--- config.mk ---
export PLATFORM = sky130hd
export DESIGN_NAME = fifo_read_port_flat
export DESIGN_NICKNAME = d
export VERILOG_FILES = /design/src/rtl/fifo_read_port_if.sv /design/src/rtl/fifo_read_port.sv /design/src/flat_wrapper.sv
export SDC_FILE = /design/constraint.sdc
export NUM_CORES = 1
export LEC_CHECK = 0
export BUFFER_PORTS_ARGS = -buffer_cell sky130_fd_sc_hd__buf_2
export CAP_MARGIN = 10
export CORE_MARGIN = 10
export CORE_UTILIZATION = 51
export DETAILED_ROUTE_END_ITERATION = 12
export PLACE_DENSITY = 0.83
export SLEW_MARGIN = 10
export SYNTH_ARGS = -nofsm -noshare
export SYNTH_HDL_FRONTEND = slang
export SYNTH_SLANG_ARGS = --single-unit
--- constraint.sdc ---
create_clock -name clk -period 2.32 [get_ports clk]
set_input_delay 0 -clock clk [delete_from_list [all_inputs] [get_ports clk]]
set_output_delay 0 -clock clk [all_outputs]
set_load 0.03 [all_outputs]
--- src/rtl/fifo_read_port_if.sv ---
// Read-port bundle: FIFO-side pop/empty/data plus the downstream valid/ready stream.
interface fifo_read_port_if #(
    parameter int unsigned width = 8
);
    logic             empty;
    logic [width-1:0] rd_data;
    logic             read;
    logic [width-1:0] out_data;
    logic             out_valid;
    logic             out_ready;
    logic [1:0]       level;

    modport master (
        input  empty, rd_data, out_ready,
        output read, out_data, out_valid, level
    );

    modport slave (
        output empty, rd_data, out_ready,
        input  read, out_data, out_valid, level
    );
endinterface

--- src/rtl/fifo_read_port.sv ---
// FIFO read-side consumer: pops the RAM-backed FIFO and re-times the late read data
// into a 2-entry skid buffer feeding a valid/ready stream.
module fifo_read_port #(
    parameter int unsigned width = 8
) (
    input logic               clk,
    input logic               reset,
    fifo_read_port_if.master  bus
);

    typedef enum logic [1:0] {
        StEmpty = 2'd0,
        StOne   = 2'd1,
        StTwo   = 2'd2
    } occ_e;

    occ_e             state_q;
    logic             inflight_q;
    logic             valid_q;
    logic [width-1:0] head_q;
    logic [width-1:0] tail_q;

    logic       pop;
    logic       push;
    logic       read_c;
    logic [2:0] demand;

    assign pop  = valid_q & bus.out_ready;
    assign push = inflight_q;

    // Slots still claimed after this cycle's pop; a new read is safe only below two.
    assign demand = {1'b0, state_q} + {2'b00, inflight_q} - {2'b00, pop};
    assign read_c = ~reset & ~bus.empty & (demand < 3'd2);

    assign bus.read      = read_c;
    assign bus.out_valid = valid_q;
    assign bus.out_data  = head_q;
    assign bus.level     = state_q;

    always_ff @(posedge clk or posedge reset) begin
        if (reset) begin
            state_q    <= StEmpty;
            inflight_q <= 1'b0;
            valid_q    <= 1'b0;
            head_q     <= '0;
            tail_q     <= '0;
        end else begin
            inflight_q <= read_c;
            case (state_q)
                StEmpty: begin
                    if (push) begin
                        state_q <= StOne;
                        head_q  <= bus.rd_data;
                        valid_q <= 1'b1;
                    end
                end
                StOne: begin
                    if (push && !pop) begin
                        state_q <= StTwo;
                        tail_q  <= bus.rd_data;
                    end else if (push && pop) begin
                        head_q <= bus.rd_data;
                    end else if (pop) begin
                        state_q <= StEmpty;
                        valid_q <= 1'b0;
                    end
                end
                StTwo: begin
                    // No push can land here: reads are throttled so a returning word has a slot.
                    if (pop) begin
                        state_q <= StOne;
                        head_q  <= tail_q;
                    end
                end
                default: begin
                    state_q <= StEmpty;
                    valid_q <= 1'b0;
                end
            endcase
        end
    end

endmodule

--- src/flat_wrapper.sv ---
// flat-port wrapper written by rule: the top's interface ports become plain ports
module fifo_read_port_flat 
#(
    parameter int unsigned width = 8
)
  (clk, reset, bus_empty, bus_rd_data, bus_out_ready, bus_read, bus_out_data, bus_out_valid, bus_level);
  fifo_read_port_if #(.width(width)) bus_i ();
  input logic clk;
  input logic reset;
  input wire logic [$bits(bus_i.empty)-1:0] bus_empty;
  input wire logic [$bits(bus_i.rd_data)-1:0] bus_rd_data;
  input wire logic [$bits(bus_i.out_ready)-1:0] bus_out_ready;
  output wire logic [$bits(bus_i.read)-1:0] bus_read;
  output wire logic [$bits(bus_i.out_data)-1:0] bus_out_data;
  output wire logic [$bits(bus_i.out_valid)-1:0] bus_out_valid;
  output wire logic [$bits(bus_i.level)-1:0] bus_level;
  assign bus_i.empty = bus_empty;
  assign bus_i.rd_data = bus_rd_data;
  assign bus_i.out_ready = bus_out_ready;
  assign bus_read = bus_i.read;
  assign bus_out_data = bus_i.out_data;
  assign bus_out_valid = bus_i.out_valid;
  assign bus_level = bus_i.level;
  fifo_read_port #(.width(width)) u_core (.clk(clk), .reset(reset), .bus(bus_i));
endmodule
## Word level (Yosys, flattened, before mapping)

Cells that the tools add are included.

| cells by class | value |
|---|---|
| $add $sub $neg | 2 |
| magnitude comparators | 1 |
| equal/unequal tests | 10 |
| muxes and demuxes | 16 |
| bitwise logic cells | 6 |
| reduce and logical (&&, ||, !) cells | 9 |

Operators with widths:

| kind | count |
|---|---|
| 8-bit 2-to-1 mux | 4 |
| 8-bit one-hot mux with 3 select lines | 1 |
| 2-bit 2-to-1 mux | 5 |
| 5-bit AND reduction | 2 |
| 2-bit by 1-bit inequality test with 1-bit output, second input constant | 4 |
| 2-bit one-hot mux with 3 select lines | 1 |
| 1-bit 2-to-1 mux | 4 |
| 2-bit inequality test, second input constant | 2 |
| 4-bit AND reduction | 1 |
| 2-bit by 1-bit adder with 3-bit output | 1 |
| 1-bit bitwise AND | 3 |
| 3-bit by 2-bit < comparator with 1-bit output, second input constant | 1 |
| 3-bit by 1-bit inequality test with 1-bit output, second input constant | 1 |
| 3-bit by 2-bit inequality test with 1-bit output, second input constant | 1 |
| 1-bit inverter | 3 |
| 1-bit one-hot mux with 3 select lines | 1 |
| 3-bit nonzero test | 1 |
| 3-bit by 1-bit subtractor with 3-bit output | 1 |
| 2-bit by 1-bit == test with 1-bit output, second input constant | 1 |
| 2-bit == test, second input constant | 1 |
| 1-bit logical AND | 2 |
| 2-bit zero test | 1 |
| 2-bit AND reduction | 1 |
| 1-bit zero test | 1 |

| word-level totals | value |
|---|---|
| register bits | 20 |
| input bits | 12 |
| output and inout bits | 12 |
| logic and storage cells | 49 |

## Depth between registers and ports, before layout

Gate-level depths: netlist (run 1).

| logic depth | value |
|---|---|
| depth in word-level cells | 5 |
| gate-level depth with buffers | 6 |
| mapped depth without buffers | 6 |

## Worst setup path before layout (run 1)

OpenSTA, ideal clock, no wires.

| timing path | value |
|---|---|
| path type | reg-to-reg |
| start | register u_core.state_q[0] (netlist: u_core.bus.level[0]) |
| end | register u_core.inflight_q |
| library setup time | 0.239 ns |
| data arrival time | 2.675 ns |
| data required time | 2.081 ns |
| slack | -0.595 ns |
| stages on the path, launching flop included | 6 |
| path buffers | 0 |
| period minus slack after synthesis | 2.915 ns |
| path through | dfrtp_1 > a21boi_0 > o21ai_0 > fa_1 > xor2_1 > nor4b_1 |

| between the ends | value |
|---|---|
| cells in the longest elaborated chain, start to end | 4 |

Ends and longest elaborated chain:

| item | RTL line | text |
|---|---|---|
| from (decl) | fifo_read_port.sv:17 | `occ_e state_q;` |
| from (signal assigned) | fifo_read_port.sv:42 | `state_q <= StEmpty;` |
| from (signal assigned) | fifo_read_port.sv:52 | `state_q <= StOne;` |
| from (signal assigned) | fifo_read_port.sv:59 | `state_q <= StTwo;` |
| 2-bit by 1-bit adder with 3-bit output | fifo_read_port.sv:32 | `assign demand = {1'b0, state_q} + {2'b00, inflight_q} - {2'b00, pop};` |
| 3-bit by 1-bit subtractor with 3-bit output | fifo_read_port.sv:32 |  |
| 3-bit by 2-bit < comparator with 1-bit output | fifo_read_port.sv:33 | `assign read_c = ~reset & ~bus.empty & (demand < 3'd2);` |
| 1-bit bitwise AND | fifo_read_port.sv:33 |  |
| via bus_read | flat_wrapper.sv:13 | `output wire logic [$bits(bus_i.read)-1:0] bus_read;` |
| to (signal assigned) | fifo_read_port.sv:48 | `inflight_q <= read_c;` |
| to (decl) | fifo_read_port.sv:18 | `logic inflight_q;` |

The timed path passes the listed nets, and every way through them passes these cells.
A chain may end at the register's enable or synchronous reset.

## Worst setup path in the final report (run 1)

| timing path | value |
|---|---|
| start | register u_core.valid_q (netlist: u_core.bus.out_valid) |
| end | output bus_read |

| between the ends | value |
|---|---|
| cells in the longest elaborated chain, start to end | 4 |

Ends and longest elaborated chain:

| item | RTL line | text |
|---|---|---|
| from (decl) | fifo_read_port.sv:19 | `logic valid_q;` |
| from (signal assigned) | fifo_read_port.sv:44 | `valid_q <= 1'b0;` |
| from (signal assigned) | fifo_read_port.sv:54 | `valid_q <= 1'b1;` |
| from (signal assigned) | fifo_read_port.sv:65 | `valid_q <= 1'b0;` |
| 1-bit bitwise AND | fifo_read_port.sv:28 | `assign pop = valid_q & bus.out_ready;` |
| 3-bit by 1-bit subtractor with 3-bit output | fifo_read_port.sv:32 |  |
| 3-bit by 2-bit < comparator with 1-bit output | fifo_read_port.sv:33 |  |
| 1-bit bitwise AND | fifo_read_port.sv:33 |  |
| to (decl) | flat_wrapper.sv:13 |  |

Every way passes these cells.

==> results of run 1 <==
state kept, by name, summed over array words and instances, names as in the netlist:
name / flops
u_core.bus.out_valid: 1
u_core.tail_q: 8
u_core.bus.level: 2
u_core.inflight_q: 1
u_core.bus.out_data: 8
power breakdown:
part | internal [mW] | total [mW] | switching [mW] | leakage (nW)
logic | 0.320 | 0.713 | 0.393 | 0.312
registers | 0.509 | 0.610 | 0.101 | 0.245
clock network | 0.174 | 0.276 | 0.102 | 0.0279
total | 1.00 | 1.60 | 0.596 | 0.584
area by class of cell:
class                   count  area (µm²)  area share [%]
well taps                  25       31.28           2.463
clock buffers               3       22.52           1.773
repair buffers             33       217.7           17.14
inverters                   1       3.754          0.2956
multi-input cells          45       462.9           36.45
clock inverters             1       30.03           2.365
flip-flops and latches     20       501.7           39.51
kinds of logic after synthesis:
kind of cell	count (synthesis)	synth area share (%)
AO/OA/AOI/OAI	6	5.490
flip-flops	20	52.29
XOR/XNOR	1	0.9152
AND/OR/NAND/NOR	12	8.368
multiplexers	25	29.28
adder cells (fa/ha/maj)	1	2.092
buffers and inverters	2	1.568
metrics by stage:
step | worst slack [ns] | utilization (%) | hold WS, ns | instance area, µm² | total power, mW
detailed placement | 0.3120 | 63.44 | 0.1916 | 1107 | 1.319
global placement | 0.3914 | 63.44 | 0.1775 | 1107 | 1.289
finish | 0.1740 | 72.76 | 0.1003 | 1270 | 1.599
CTS | 0.02946 | 72.19 | 0.07642 | 1260 | 1.610
global route | 0.02807 | 72.76 | 0.1074 | 1270 | 1.698
floorplan | 0.08385 | - | -0.03617 | 972.2 | 1.134
placed cells by master, fill, tap and decap left out:
cell type      Yosys  routed
mux2i_1            1       1
nand2_2            1       1
mux2_2            24      24
dlygate4sd3_1      0      10
nand2b_1           1       1
nand4b_1           1       1
bufinv_16          0       1
nor4b_4            0       1
and2_1             1       1
nand2_1            1       1
o21ai_0            3       3
or3b_1             1       1
o211ai_4           1       1
and2b_1            1       1
buf_2              0      22
buf_4              0       1
nand3b_1           1       1
fa_1               1       1
inv_1              1       1
a21boi_2           0       1
nor2_2             0       1
dfrtp_2            0       1
dfrtp_1           20      19
nand2b_2           1       1
xor2_1             1       1
nor2_1             2       1
o221ai_1           1       1
clkbuf_4           0       3
path summary, 6_finish.rpt:
path	from	to	cells past startpoint
min reg2reg	u_core.bus.out_data[2]$_DFFE_PP0P_	u_core.bus.out_data[2]$_DFFE_PP0P_	1
min in group asynchronous	reset	u_core.bus.out_data[0]$_DFFE_PP0P_	3
max in group asynchronous	reset	u_core.bus.out_valid$_DFFE_PP0P_	3
max	u_core.bus.out_valid$_DFFE_PP0P_	bus_read	7
min	bus_out_ready	u_core.bus.out_valid$_DFFE_PP0P_	4
max reg2reg	u_core.bus.out_valid$_DFFE_PP0P_	u_core.inflight_q$_DFF_PP0_	6
metal layers:
layer  vias up  share of wire (%)
met1       309                 44
li1        320                  -
met2        15                 50
met5         -                  0
met4         0               0.61
met3         2                5.3
critical path, stage by stage, from the launching register on:
cell and delay (ns):
dfrtp_2 0.43, nand2_1 0.15, nor2_2 0.15, o21ai_0 0.11, fa_1 0.39, xor2_1 0.17
nor4b_4 0.25, buf_4 0.21
timing repair:
item / CTS / global route
hold buffers: 10 / 0
endpoints found under the hold margin: 29 / 0
endpoints found under the setup margin: 1 / 1
resized for setup: 1 / 5
pin swaps: 0 / 0
==> results.json, run 1 <==
{
  "nFillCells": 126,
  "die_w_um": 63.32,
  "grtUsageMet1_pct": 11.41,
  "cts_setup_buffers": 0,
  "ys_ff_latch": 20,
  "dieArea_mm2": 0.004009,
  "final_layout_size_suffix_gt1_share_pct": 56.31,
  "netlist_area_um2": 957.2,
  "antennaDiodeCount": 0,
  "gp_congestion": 0.7380,
  "synth.area.top_cells": "dfrtp_1 (52%), mux2_2 (28%), o211ai_4 (2.2%), fa_1 (2.1%), o21ai_0 (1.6%)",
  "clock_latency_ns": 0.29,
  "clock.fmax_mhz": 466.0,
  "cts_sinks": 20,
  "synth_edf_count": 0,
  "synth.most_common_cell": "mux2_2",
  "coreArea_mm2": 0.001745,
  "final_hold_viol_count": 0,
  "maxCapViolations": 0,
  "p_leak_nw": 0.5844,
  "antenna_found_initial": 0,
  "grt_pass1_vias": 698,
  "synth_cell_types": 22,
  "htreeDepth": 1,
  "placed_cells": 114,
  "cts_root_buffer": "clkbuf_4",
  "hpwlAfterDp_um": 1433,
  "yosysWarnings": 0,
  "post_synth.cell_area_avg_um2": 14.29,
  "busiest_layer": "met2",
  "port_buffers": 23,
  "met3_usage_pct": 3.887,
  "timing.slew.headroom_pct": 50.82,
  "synth_area_leader_cell": "dfrtp_1",
  "rows": 15,
  "synth_ff_type": "dfrtp_1",
  "drc": 0,
  "setup_viol_count_final": 0,
  "hold_path.class": "in2reg",
  "tightest_slew_ns": 0.7369,
  "dr.pass1.iters": 4,
  "vias_per_cell": 5.047,
  "power_density_mw_per_mm2": 1259,
  "cts_buffers": 3,
  "drt-initial-drc-count": 25,
  "ant_nets": 0,
  "grt_use_met2_pct": 16.96,
  "start_util_pct": 54.84,
  "grt_pass1_wl_um": 3249,
  "slew_viol_final": 0,
  "postRouteWirelength_um": 1971,
  "synth_top_area_share_pct": 52.29,
  "synthTopCellsByCount": "mux2_2 (24), dfrtp_1 (20), o21ai_0 (3)",
  "grt_max_degree": 21,
  "reg2reg_slack_ns": 0.57,
  "nets": 117,
  "async_reset_ff_share_pct": 100.0,
  "cts_buffer_depth": 2,
  "ioPinCount": 24,
  "rsz0062_at_grt": "no",
  "crit_type": "reg2out",
  "cp_max_fo": 7,
  "tritoncts": "yes",
  "cp_data_arrival_time_ns": 2.15,
  "grt_usage_pct": 10.10,
  "syn-num-nets": 80,
  "grt-ovfl-total": 0,
  "finClkSkew_ns": 0.01276,
  "startpoint_type": "register",
  "required_ns": 2.32,
  "period_share_pct": 92.50,
  "post_drt_wl_per_cell_um": 15.40,
  "min_period_ns": 2.146,
  "peakVddDrop_mv": 0.6885,
  "die_h_um": 63.32,
  "yosysSeqAreaShare_pct": 52.29,
  "critPathCaptureType": "output port",
  "path_clk_slew_ns": 0.10,
  "areaGrowthSynthToFinish_pct": 32.68,
  "vias": 646,
  "status": "finished clean",
  "synthCells": 67,
  "fin_cells": 128,
  "tns_ns": 0
}
Note: power is estimated with default switching activity, not from simulation.
==> run 2: changes to the inputs <==
- ABC_AREA: unset -> 0
- PLACE_DENSITY: 0.83 -> 0.77
==> run 2 against run 1 <==
Against the previous run: worst hold slack worse by 0.020 ns; critical path depth stayed put; maximum frequency decreased by 1.7%; non-clock buffer count did not move; final area fell by 2.0%; via count rose by 3.1%; final cell count is 0.78% lower; combinational power is 2% higher; utilization is 1.4 points lower; largest power group unchanged; power decreased by 6.7%.
==> results.json, run 2 (synthesis gave the netlist of run 1 again) <==
{
  "die_w_um": 63.32,
  "htreeDepth": 1,
  "reg2reg_slack_ns": 0.57,
  "hpwlAfterDp_um": 1425,
  "cts_buffer_depth": 2,
  "critPathCaptureType": "output port",
  "p_switching_mw": 0.5998,
  "placed_area_mm2": 0.001107,
  "drt-initial-drc-count": 12,
  "slowest_delay_ns": 0.42,
  "setup_ws_ns": 0.1370,
  "slew_viol_final": 0,
  "dieArea_mm2": 0.004009,
  "grt_pass1_vias": 719,
  "clockPowerShare_pct": 10.1,
  "dr.pass1.iters": 4,
  "status": "finished clean",
  "grt_usage_pct": 10.10,
  "grt-ovfl-total": 0,
  "final_cell_mix": "mux2_2 (24), buf_2 (22), dfrtp_1 (19)",
  "required_ns": 2.32,
  "die_h_um": 63.32,
  "r2r_cells": 6,
  "gp_congestion": 0.7949,
  "pre_cts_ws_ns": 0.3542,
  "cp_max_fo": 7,
  "combPwrFrac_pct": 48.8,
  "cts_root_buffer": "clkbuf_4",
  "min_period_ns": 2.183,
  "power_frac_seq_pct": 41.1,
  "timing.rr.end": "u_core.inflight_q$_DFF_PP0_",
  "tns_ns": 0,
  "placed_cells": 114,
  "ant_nets": 0,
  "nFillCells": 126,
  "clock.fmax_mhz": 458.1,
  "tritoncts": "yes",
  "min_from": "bus_out_ready",
  "start_util_pct": 54.84,
  "critical-path-slowest-cell": "dfrtp_2",
  "period_share_pct": 94.09,
  "timing.slew.headroom_pct": 51.99,
  "min_path_cells": 4,
  "cp_num_buf_inv": 1,
  "holdWs_ns": 0.08071,
  "postRouteWirelength_um": 2020,
  "finClkSkew_ns": 0.006411,
  "crit_start": "u_core.bus.out_valid$_DFFE_PP0P_",
  "min_to": "u_core.bus.out_valid$_DFFE_PP0P_",
  "maxCapViolations": 0,
  "antennaDiodeCount": 0,
  "crit_type": "reg2out",
  "final_layout_size_suffix_gt1_share_pct": 55.88,
  "rows": 15,
  "peakVddDrop_mv": 0.7919,
  "path_clk_slew_ns": 0.09,
  "final_hold_viol_count": 0,
  "final_common_cell": "mux2_2",
  "grt_max_degree": 21,
  "p_int_mw": 0.8928,
  "cp_top_family": "simple AND/OR/NAND/NOR gates",
  "crit_chain": "nand2_1, nor2_4, o21ai_0, fa_1, xor2_1, nor4b_4, clkbuf_4",
  "startpoint_type": "register",
  "p_leak_nw": 0.5706,
  "setup_viol_count_final": 0,
  "areaGrowthSynthToFinish_pct": 30.06,
  "clock_latency_ns": 0.29,
  "power_density_mw_per_mm2": 1199,
  "antenna_found_initial": 0,
  "ioPinCount": 24,
  "vias_per_cell": 5.244,
  "stdcell_area_mm2": 0.001245,
  "cp_data_arrival_time_ns": 2.18,
  "coreArea_mm2": 0.001745,
  "vias": 666,
  "hold_path.class": "in2reg",
  "grt_pass1_wl_um": 3339,
  "cts_buffers": 3,
  "tightest_slew_ns": 0.7193,
  "nets": 117,
  "r2r-start": "u_core.bus.out_valid$_DFFE_PP0P_",
  "post_drt_wl_per_cell_um": 15.91,
  "drc": 0,
  "p_sw_share_pct": 40.19,
  "cts_sinks": 20,
  "fin_cells": 127,
  "port_buffers": 23
}
## run 2: cell count changes in the layout (fill, tap and decap cells not counted), sizes merged
cell and change:
clkbuf +1, bufinv -1, buf -1
## run 2: worst max path at each step
stage / cells past startpoint / slack, ns / to
after floorplan: 5 / 0.08 / u_core.inflight_q$_DFF_PP0_
after global placement: 6 / 0.39 / bus_read
after detailed placement: 6 / 0.35 / bus_read
after CTS: 6 / 0.02 / bus_read
after global routing: 7 / -0.02 / bus_read
final: 7 / 0.14 / bus_read
## run 2: area by class of cell
type,instances,area (µm²),share of cell area (%)
multi-input cells,45,467.9,37.59
clock buffers,3,22.52,1.809
well taps,25,31.28,2.513
flip-flops and latches,20,501.7,40.30
repair buffers,33,217.7,17.49
inverters,1,3.754,0.3015
## run 2: power by group through the flow
stage | clock network, mW | logic [mW] | registers [mW]
after floorplan | 0 | 0.357 | 0.777
after global placement | 0 | 0.689 | 0.600
after detailed placement | 0 | 0.712 | 0.614
after CTS | 0.158 | 0.729 | 0.606
after global routing | 0.171 | 0.786 | 0.636
final | 0.151 | 0.728 | 0.614
## run 2: repair_timing
item                       CTS  global route
hold endpoints to repair    29             0
hold buffers                10             0
buffers inserted             0             0
setup endpoints to repair    0             1
gates resized for setup      0             6
## run 2: metrics by stage
step | utilization, % | total power [mW]
after floorplan | - | 1.134
after global placement | 63.44 | 1.289
after detailed placement | 63.44 | 1.325
after CTS | 70.47 | 1.493
after global routing | 71.33 | 1.592
final | 71.33 | 1.493
## run 2: per-layer routing
metal,GRT usage (%),wire length (µm)
met5,0,0
met4,3.279,18
met3,3.357,106
met2,18.34,1065
met1,10.61,829
## run 2: worst reg2reg max path, delay by kind of cell, from the launching register on
family | cells | cell delay [ns]
AND/OR/NAND/NOR | 3 | 0.56
flip-flops | 1 | 0.42
adder cells (fa/ha/maj) | 1 | 0.39
XOR/XNOR | 1 | 0.18
AO/OA/AOI/OAI | 1 | 0.11
==> run 3: changes to the inputs <==
==> constraint.sdc (replaced) <==
create_clock -name clk -period 2.32 [get_ports clk]
set_input_delay 0.464 -clock clk [delete_from_list [all_inputs] [get_ports clk]]
set_output_delay 0.464 -clock clk [all_outputs]
set_load 0.03 [all_outputs]
==> run 3 against run 2 <==
Against the previous run: the run now ends with negative setup slack left; global-route usage shrank 0.22 points; non-clock buffer count shrank 4; clock power grew 85%; register-to-register slack gained 0.07 ns; flip-flop and latch count is the same; clock skew grew 0.0069 ns; final area grew 0.10%; largest power group unchanged; highest routed layer unchanged.
==> results.json, run 3 (synthesis gave the netlist of run 1 again) <==
{
  "placed_area_mm2": 0.001169,
  "min_period_ns": 2.423,
  "tritoncts": "yes",
  "crit_chain": "a21boi_4, o21ai_2, fa_2, xor2_1, nor4b_4, buf_6",
  "port_buffers": 23,
  "grt_pass1_wl_um": 3291,
  "die_w_um": 63.32,
  "post_drt_wl_per_cell_um": 14.90,
  "placed_cells": 118,
  "postRouteWirelength_um": 1848,
  "p_leak_nw": 0.5779,
  "antenna_found_initial": 0,
  "drt-initial-drc-count": 17,
  "slew_viol_final": 0,
  "fin_cells": 124,
  "die_h_um": 63.32,
  "ant_nets": 0,
  "peakVddDrop_mv": 0.7779,
  "grt_usage_pct": 9.881,
  "hold_path.class": "in2async",
  "wl_met3_um": 98,
  "postCtsHoldBufs": 0,
  "clock_latency_ns": 0.30,
  "power_mw": 1.671,
  "cp_max_fo": 6,
  "dieArea_mm2": 0.004009,
  "coreArea_mm2": 0.001745,
  "cts_sinks": 20,
  "drc": 0,
  "vias_per_cell": 5.274,
  "power_density_mw_per_mm2": 1341,
  "critPathCaptureType": "output port",
  "antennaDiodeCount": 0,
  "final_layout_size_suffix_gt1_share_pct": 68.69,
  "rows": 15,
  "setup_viol_count_final": 1,
  "timing.slew.headroom_pct": 51.86,
  "critical-path-slowest-cell": "dfrtp_2",
  "areaGrowthSynthToFinish_pct": 30.20,
  "ioPinCount": 24,
  "pre_cts_ws_ns": -0.06762,
  "cts_root_buffer": "clkbuf_4",
  "finClkSkew_ns": 0.01331,
  "top_layer": "met4",
  "tightest_slew_ns": 0.7213,
  "grt_max_degree": 21,
  "final_common_cell": "mux2_2",
  "wirelength_met1_um": 746,
  "gp_congestion": 0.8509,
  "tns_ns": -0.1030,
  "holdWs_ns": 0.2906,
  "maxCapViolations": 0,
  "status": "complete, but fails checks",
  "nFillCells": 129,
  "clock.fmax_mhz": 412.7,
  "crit_type": "reg2out",
  "final_hold_viol_count": 0,
  "setup_ws_ns": -0.1030,
  "dr.pass1.iters": 2,
  "final_util_pct": 71.40,
  "rsz0062_at_grt": "yes",
  "cts_buffer_depth": 2,
  "cp_data_arrival_time_ns": 1.96,
  "grt_pass1_vias": 745,
  "dr_wl_met2_um": 973,
  "grt-ovfl-total": 0,
  "path_clk_slew_ns": 0.12,
  "nets": 113,
  "stdcell_area_mm2": 0.001246,
  "start_util_pct": 54.84,
  "vias": 654,
  "required_ns": 1.86,
  "final_cell_mix": "mux2_2 (24), buf_2 (22), dfrtp_1 (18)",
  "hpwlAfterDp_um": 1429,
  "startpoint_type": "register",
  "period_share_pct": 104.4,
  "cts_buffers": 3,
  "slowest_delay_ns": 0.44,
  "violations": "negative setup slack",
  "htreeDepth": 1
}
-- run 3: worst max-delay path: cells and delay by family (launching register included) --
family | cells | cell delay [ns]
AOI/OAI and AO/OA | 2 | 0.28
and+or+nand+nor | 1 | 0.26
xor gates and xnor gates | 1 | 0.17
DFF | 1 | 0.44
buffers and inverters | 1 | 0.17
adders and majority gates | 1 | 0.34
-- run 3: final timing paths --
path,from,to,slack [ns],depth (start not counted)
worst min register to register,u_core.tail_q[2]$_DFFE_PP0P_,u_core.tail_q[2]$_DFFE_PP0P_,0.51,1
worst min-delay path,reset,u_core.tail_q[0]$_DFFE_PP0P_,0.29,2
worst max-delay path,u_core.bus.level[0]$_DFFE_PP0P_,bus_read,-0.10,6
min in group clk,bus_empty,u_core.inflight_q$_DFF_PP0_,0.36,2
worst max register to register,u_core.bus.level[1]$_DFFE_PP0P_,u_core.bus.out_data[5]$_DFFE_PP0P_,0.64,4
max in group asynchronous,reset,u_core.bus.level[0]$_DFFE_PP0P_,1.52,2
-- run 3: area by class of cell --
cell class / count / area (µm²) / share of cell area [%]
clock inverter: 1 / 30.03 / 2.410
multi-input combinational: 45 / 489.2 / 39.26
timing repair buffer: 29 / 166.4 / 13.35
inverter: 1 / 3.754 / 0.3012
tap: 25 / 31.28 / 2.510
clock buffer: 3 / 22.52 / 1.807
sequential: 20 / 503.0 / 40.36
-- run 3: report_power, final --
part	leakage (nW)	internal [mW]	total, mW	switching, mW
clock	0.0279	0.175	0.280	0.105
combinational	0.307	0.362	0.781	0.419
sequential	0.243	0.511	0.611	0.100
total	0.578	1.05	1.67	0.624
-- run 3: repair_timing --
item                                    in CTS  in global routing
gates resized for setup                      2                  1
pin swaps                                    1                  0
buffers inserted                             1                  1
endpoints found under the setup margin       1                  1
-- run 3: layer usage --
layer,vias to the layer above,GRT usage [%]
met4,0,4.372
li1,313,-
met5,-,0
met2,15,17.21
met1,321,10.69
met3,5,3.004
